### src/rtl/vga_pkg.sv
`default_nettype none
// +----------------------------------------------------------------------+
// | vga_pkg                                                              |
// | Shared 640x480 VGA timing constants, pattern codes and colour types. |
// | Revision: 1.0                                                        |
// +----------------------------------------------------------------------+
package vga_pkg;

  localparam int H_ACTIVE  = 640;
  localparam int H_FP      = 16;
  localparam int H_SYNC    = 96;
  localparam int H_TOTAL   = 800;
  localparam int V_ACTIVE  = 480;
  localparam int V_FP      = 10;
  localparam int V_SYNC    = 2;
  localparam int V_TOTAL   = 525;
  localparam int BOX_SIZE  = 32;
  localparam int BAR_WIDTH = 80;

  typedef enum logic [1:0] {
    PAT_SOLID = 2'd0,
    PAT_BARS  = 2'd1,
    PAT_CHECK = 2'd2,
    PAT_BOX   = 2'd3
  } pattern_e;

  localparam logic [2:0] LVL_OFF  = 3'd0;
  localparam logic [2:0] LVL_HALF = 3'd4;
  localparam logic [2:0] LVL_FULL = 3'd7;

  typedef struct packed {
    logic [2:0] red;
    logic [2:0] grn;
    logic [2:0] blu;
  } rgb_t;

  // Comparator chain instead of a divider: highest bar whose left edge is passed.
  function automatic logic [2:0] bar_index(input logic [9:0] col, input int bar_w);
    logic [2:0] idx;
    idx = 3'd0;
    for (int k = 1; k < 8; k++) begin
      if (int'(col) >= k * bar_w) idx = 3'(k);
    end
    return idx;
  endfunction

endpackage
`default_nettype wire

### src/rtl/vga_box_mover.sv
`default_nettype none
// +----------------------------------------------------------------------+
// | vga_box_mover                                                        |
// | Bouncing-box position, one step per frame tick on each axis.         |
// | Revision: 1.0                                                        |
// +----------------------------------------------------------------------+
module vga_box_mover #(
  parameter int H_ACTIVE = 640,
  parameter int V_ACTIVE = 480,
  parameter int BOX_SIZE = 32
) (
  input  logic       i_Clk,
  input  logic       i_Rst_L,
  input  logic       i_Tick,
  output logic [9:0] o_X,
  output logic [9:0] o_Y
);

  genvar gi;
  generate
    for (gi = 0; gi < 2; gi++) begin : g_axis
      localparam logic [9:0] MAX_POS = (gi == 0) ? 10'(H_ACTIVE - BOX_SIZE)
                                                 : 10'(V_ACTIVE - BOX_SIZE);
      logic [9:0] r_pos;
      logic       r_neg;

      // At either wall the direction flips and the step is taken the new way.
      always_ff @(posedge i_Clk or negedge i_Rst_L) begin
        if (!i_Rst_L) begin
          r_pos <= 10'd0;
          r_neg <= 1'b0;
        end else if (i_Tick) begin
          if (!r_neg) begin
            if (r_pos == MAX_POS) begin
              r_neg <= 1'b1;
              r_pos <= r_pos - 10'd1;
            end else begin
              r_pos <= r_pos + 10'd1;
            end
          end else begin
            if (r_pos == 10'd0) begin
              r_neg <= 1'b0;
              r_pos <= 10'd1;
            end else begin
              r_pos <= r_pos - 10'd1;
            end
          end
        end
      end
    end
  endgenerate

  assign o_X = g_axis[0].r_pos;
  assign o_Y = g_axis[1].r_pos;

endmodule
`default_nettype wire

### src/rtl/vga_pattern_gen.sv
`default_nettype none
// +----------------------------------------------------------------------+
// | vga_pattern_gen                                                      |
// | Two-stage test-pattern pixel pipeline with sync delay and frame count.|
// | Revision: 1.0                                                        |
// +----------------------------------------------------------------------+
module vga_pattern_gen #(
  parameter int H_ACTIVE  = 640,
  parameter int V_ACTIVE  = 480,
  parameter int BOX_SIZE  = 32,
  parameter int BAR_WIDTH = 80
) (
  input  logic       i_Clk,
  input  logic       i_Rst_L,
  input  logic       i_HSync,
  input  logic       i_VSync,
  input  logic       i_Active,
  input  logic [9:0] i_Column,
  input  logic [9:0] i_Row,
  input  logic [1:0] i_Pattern_Sel,
  output logic       o_HSync,
  output logic       o_VSync,
  output logic [2:0] o_Red,
  output logic [2:0] o_Grn,
  output logic [2:0] o_Blu,
  output logic [7:0] o_Frame_Count
);

  import vga_pkg::*;

  logic [1:0] r_sel_meta;
  logic [1:0] r_sel_sync;

  logic       r_hs1;
  logic       r_vs1;
  logic       r_act1;
  logic [2:0] r_bar1;
  logic       r_chk1;
  logic       r_box1;

  logic       r_hs2;
  logic       r_vs2;
  rgb_t       r_rgb;
  pattern_e   r_pattern;
  logic [7:0] r_frame_cnt;

  logic [9:0]  w_box_x;
  logic [9:0]  w_box_y;
  logic [10:0] w_x_end;
  logic [10:0] w_y_end;
  logic        w_in_box;
  logic        w_frame_tick;
  rgb_t        w_rgb;

  always_ff @(posedge i_Clk or negedge i_Rst_L) begin
    if (!i_Rst_L) begin
      r_sel_meta <= 2'd0;
      r_sel_sync <= 2'd0;
    end else begin
      r_sel_meta <= i_Pattern_Sel;
      r_sel_sync <= r_sel_meta;
    end
  end

  // 11-bit sums keep the far box edge from wrapping near the bottom/right.
  assign w_x_end  = {1'b0, w_box_x} + 11'(BOX_SIZE);
  assign w_y_end  = {1'b0, w_box_y} + 11'(BOX_SIZE);
  assign w_in_box = (i_Column >= w_box_x) && ({1'b0, i_Column} < w_x_end) &&
                    (i_Row >= w_box_y)    && ({1'b0, i_Row} < w_y_end);

  always_ff @(posedge i_Clk or negedge i_Rst_L) begin
    if (!i_Rst_L) begin
      r_hs1  <= 1'b1;
      r_vs1  <= 1'b1;
      r_act1 <= 1'b0;
      r_bar1 <= 3'd0;
      r_chk1 <= 1'b0;
      r_box1 <= 1'b0;
    end else begin
      r_hs1  <= i_HSync;
      r_vs1  <= i_VSync;
      r_act1 <= i_Active;
      r_bar1 <= bar_index(i_Column, BAR_WIDTH);
      r_chk1 <= i_Column[5] ^ i_Row[5];
      r_box1 <= w_in_box;
    end
  end

  // r_vs2 is the previous r_vs1 sample, so this fires once per vsync fall.
  assign w_frame_tick = r_vs2 & ~r_vs1;

  always_comb begin
    w_rgb = '0;
    if (r_act1) begin
      case (r_pattern)
        PAT_SOLID: w_rgb.grn = LVL_FULL;
        PAT_BARS: begin
          w_rgb.red = {3{r_bar1[2]}};
          w_rgb.grn = {3{r_bar1[1]}};
          w_rgb.blu = {3{r_bar1[0]}};
        end
        PAT_CHECK: begin
          if (r_chk1) w_rgb = '{LVL_FULL, LVL_FULL, LVL_FULL};
        end
        PAT_BOX: begin
          if (r_box1) w_rgb = '{LVL_FULL, LVL_FULL, LVL_FULL};
          else        w_rgb.blu = LVL_HALF;
        end
        default: w_rgb = '0;
      endcase
    end
  end

  always_ff @(posedge i_Clk or negedge i_Rst_L) begin
    if (!i_Rst_L) begin
      r_hs2       <= 1'b1;
      r_vs2       <= 1'b1;
      r_rgb       <= '0;
      r_pattern   <= PAT_SOLID;
      r_frame_cnt <= 8'd0;
    end else begin
      r_hs2 <= r_hs1;
      r_vs2 <= r_vs1;
      r_rgb <= w_rgb;
      if (w_frame_tick) begin
        r_pattern   <= pattern_e'(r_sel_sync);
        r_frame_cnt <= r_frame_cnt + 8'd1;
      end
    end
  end

  vga_box_mover #(
    .H_ACTIVE (H_ACTIVE),
    .V_ACTIVE (V_ACTIVE),
    .BOX_SIZE (BOX_SIZE)
  ) u_box_mover (
    .i_Clk   (i_Clk),
    .i_Rst_L (i_Rst_L),
    .i_Tick  (w_frame_tick),
    .o_X     (w_box_x),
    .o_Y     (w_box_y)
  );

  assign o_HSync       = r_hs2;
  assign o_VSync       = r_vs2;
  assign o_Red         = r_rgb.red;
  assign o_Grn         = r_rgb.grn;
  assign o_Blu         = r_rgb.blu;
  assign o_Frame_Count = r_frame_cnt;

endmodule
`default_nettype wire

### config.mk
export PLATFORM = sky130hd
export DESIGN_NAME = vga_pattern_gen
export DESIGN_NICKNAME = d
export VERILOG_FILES = /design/src/rtl/vga_pkg.sv /design/src/rtl/vga_box_mover.sv /design/src/rtl/vga_pattern_gen.sv
export SDC_FILE = /design/constraint.sdc
export NUM_CORES = 1
export LEC_CHECK = 0
export BUFFER_PORTS_ARGS = -buffer_cell sky130_fd_sc_hd__buf_2
export CELL_PAD_IN_SITES_DETAIL_PLACEMENT = 1
export CELL_PAD_IN_SITES_GLOBAL_PLACEMENT = 1
export CORE_ASPECT_RATIO = 1.2
export CORE_MARGIN = 3
export CORE_UTILIZATION = 45
export DETAILED_ROUTE_END_ITERATION = 6
export HOLD_SLACK_MARGIN = 0.05
export MAX_ROUTING_LAYER = met4
export PLACE_DENSITY = 0.89
export SYNTH_ARGS = -nofsm -noshare
export SYNTH_HDL_FRONTEND = slang
export SYNTH_SLANG_ARGS = --single-unit
### constraint.sdc
create_clock -name i_Clk -period 2.5 [get_ports i_Clk]
set_clock_uncertainty 0.1 [all_clocks]
set_input_delay 0.5 -clock i_Clk [delete_from_list [all_inputs] [get_ports i_Clk]]
set_output_delay 0.5 -clock i_Clk [all_outputs]
set_load 0.01 [all_outputs]
==> metrics.cfg <==
[floorplan]
fp.dieArea_um2 = 9450
fp-row-count = 35
fp.dieH_um = 106
core-area_um2 = 7880
initial_core_util_pct = 47.4
io_pins = 46
die_x_um = 89.2

[sta]
fin_crit_sh_pct = 96.3
relSlewSlack_pct = 62.3
setup_viol = 0
setup_ws_ps = 92.6
rsz0062_at_grt = false
period_minus_slack_ps = 2410
holdWs_ps = 57.2
fmax_mhz = 415
finalHoldViolCount = 0
fin_setup_tns_ps = 0
slew_viol_final = 0
worst_slew_pin_slew_ps = 561

[pwr]
leakage_nw = 1.83
total_power_mw = 2.88
p_per_area_nw_per_um2 = 683
peakVddDrop_v = 0.000380

[setup_path]
crit_end = r_box1$_DFF_PN0_
r2r_end = r_box1$_DFF_PN0_
crit_arrival_ps = 2490
worst-r2r-setup-slack_ps = 90
path_max_fanout = 4
crit_path_end_kind = flip-flop
reg2reg_from = u_box_mover.o_Y[6]$_DFFE_PN0P_
rr_worst_depth = 9
path_class = flip-flop to flip-flop
worstSetupStartpoint = u_box_mover.o_Y[6]$_DFFE_PN0P_
critical_path_required_ps = 2580
start_kind = flip-flop

[cells_and_area]
fin_util_pct = 53.5
fillers = 933
final_nets = 531
area_delta_synth_final_pct = 12.7
finalNonFillerCells = 556
multi_input_area_um2 = 2270
layout-drive-gt1-share_pct = 21.1
regArea_um2 = 1260
n_antenna_cell = 0
design_area_um2 = 4210

[grt]
grt_start_max_net_pins = 27
grt_pass1_wl_mm = 17.3
grt_usage_pct = 23.6
gr-total-overflow = 0
grt_pass1_vias = 3730
antenna_found_initial = 0

[logic_synthesis]
synth.most_common_cell = dfrtp_1
syn_area_per_cell_um2 = 8.93
synth_top_area_cell = dfrtp_1
syn_nets = 487
synth_top_area_share_pct = 30.8
synth_warnings = 0
ys_types = 69
synthTopCellsByArea = dfrtp_1 31%, ha_1 14%, o21ai_0 4.6%
synthFlopType = dfrtp_1
syn_area_um2 = 3740
async_reset_ff_share_pct = 100
synth_common_cells = 46 x dfrtp_1, 41 x ha_1, 34 x o21ai_0
synth_edf_count = 0
synth_cells = 419
seq_area_frac_synth_pct = 33.6
synth-seq-cells = 50

[clock_tree]
cts_max_path_buffers = 2
cts_buffers = 5
cts_tree = built
cts-root-buf = clkbuf_8
cts.clk_slew.worst_paths_ps = 100
cts_sinks = 50
htreeDepth = 2
clk_latency_ps = 310

[hold_path]
hold_class = primary input to asynchronous set/reset pin

[placement]
port_buffers = 45
dp.cells = 544
dp_hpwl_mm = 7.94
gp_congestion = 0.924
pre_cts_slack_ps = -192
dpl_cell_area_um2 = 4060

[drt]
firstDrtPassIters = 4
via_per_inst = 6.24
num_vias = 3471
finalWirelength_mm = 10.5
routedWlPerCell_um = 19.0
drc_errors = 0
dr.first_iter.drc_count = 166
postRouteAntennaNets = 0

[run_status]
status = finished clean

[job]
maxCapViolations = 0

==> layer usage <==
layer / global-route usage [%] / vias up / share of wire, %
met2: 41.5 / 85 / 53
met5: - / - / 0
li1: - / 1625 / -
met4: 8.83 / 0 / 2.9
met1: 26.5 / 1733 / 41
met3: 3.21 / 28 / 3.5
==> flip-flops by register name (all words and copies together) (netlist names), 3 cells and up <==
| name | cells |
|---|---|
| u_box_mover.o_Y | 10 |
| r_bar1 | 3 |
| u_box_mover.o_X | 10 |
| o_Frame_Count | 8 |
==> worst min-delay path by stage <==
| stage | from | endpoint | slack, ps |
|---|---|---|---|
| global route | i_Rst_L | u_box_mover.o_X[3]$_DFFE_PN0P_ | 90 |
| CTS | i_Rst_L | u_box_mover.o_X[9]$_DFFE_PN0P_ | 60 |
| floorplan | i_Rst_L | o_Blu[1]$_DFF_PN0_ | 100 |
| detailed placement | r_hs1$_DFF_PN1_ | o_HSync$_DFF_PN1_ | 250 |
| global placement | r_hs1$_DFF_PN1_ | o_HSync$_DFF_PN1_ | 250 |
| finish | i_Rst_L | u_box_mover.o_X[0]$_DFFE_PN0P_ | 60 |
==> cell families (layout without fill, tap and decap cells) <==
group	after synthesis	count (layout)	share of synthesized area [%]
xor gates and xnor gates	17	17	3.98
and+or+nand+nor	141	141	20.7
buffers and inverters	51	96	5.89
AOI/OAI and AO/OA	114	114	20.7
DFF	50	50	33.6
muxes	4	4	1.14
adders and majority gates	42	42	14.0
==> cell usage in the layout, fill, tap and decap left out, types with 4 or more instances in the layout <==
| master | n |
|---|---|
| o31ai_1 | 5 |
| nor2b_1 | 7 |
| nand2b_1 | 4 |
| clkbuf_8 | 5 |
| and2_1 | 5 |
| nor4_1 | 4 |
| nor2_1 | 20 |
| nor3_1 | 15 |
| a21o_1 | 4 |
| o21ai_0 | 34 |
| buf_2 | 45 |
| nand2_1 | 32 |
| and3_1 | 6 |
| dfstp_2 | 4 |
| o211ai_1 | 5 |
| inv_1 | 26 |
| nand4_1 | 12 |
| xnor2_1 | 15 |
| ha_1 | 41 |
| dfrtp_2 | 7 |
| dfrtp_1 | 39 |
| a211oi_1 | 6 |
| a21oi_1 | 23 |
| buf_4 | 17 |
| nand3_1 | 15 |
==> critical path, cell delays in order (launching register included) <==
cell       delay (ps)
dfrtp_2           430
inv_1             150
ha_1              270
inv_1              70
ha_1              230
nand4b_1          110
a21oi_1            60
a2111oi_1         320
o21ai_0           150
nor4bb_1          370
==> cell type report <==
cell class                      instances  share of cell area (%)
Timing Repair Buffer                   62                    8.37
Clock inverter                          2                   0.891
Inverter                               26                    2.32
Clock buffer                            6                    1.72
Sequential cell                        50                    30.0
Tap cell                               92                    2.73
Multi-Input combinational cell        318                    53.9
==> where the power goes <==
part           leakage, nW  internal (mW)  switching [mW]
clock               0.0514          0.299           0.287
sequential           0.617          0.949           0.215
combinational         1.16          0.460           0.671
total                 1.83           1.71            1.17
==> timing repair <==
item | in CTS | in global routing
buffers inserted | 4 | 0
hold buffers | 0 | 0
setup endpoints to repair | 1 | 1
pin swaps | 1 | 1
resized for setup | 3 | 7
No activity file was read; power rests on OpenSTA's default activity.
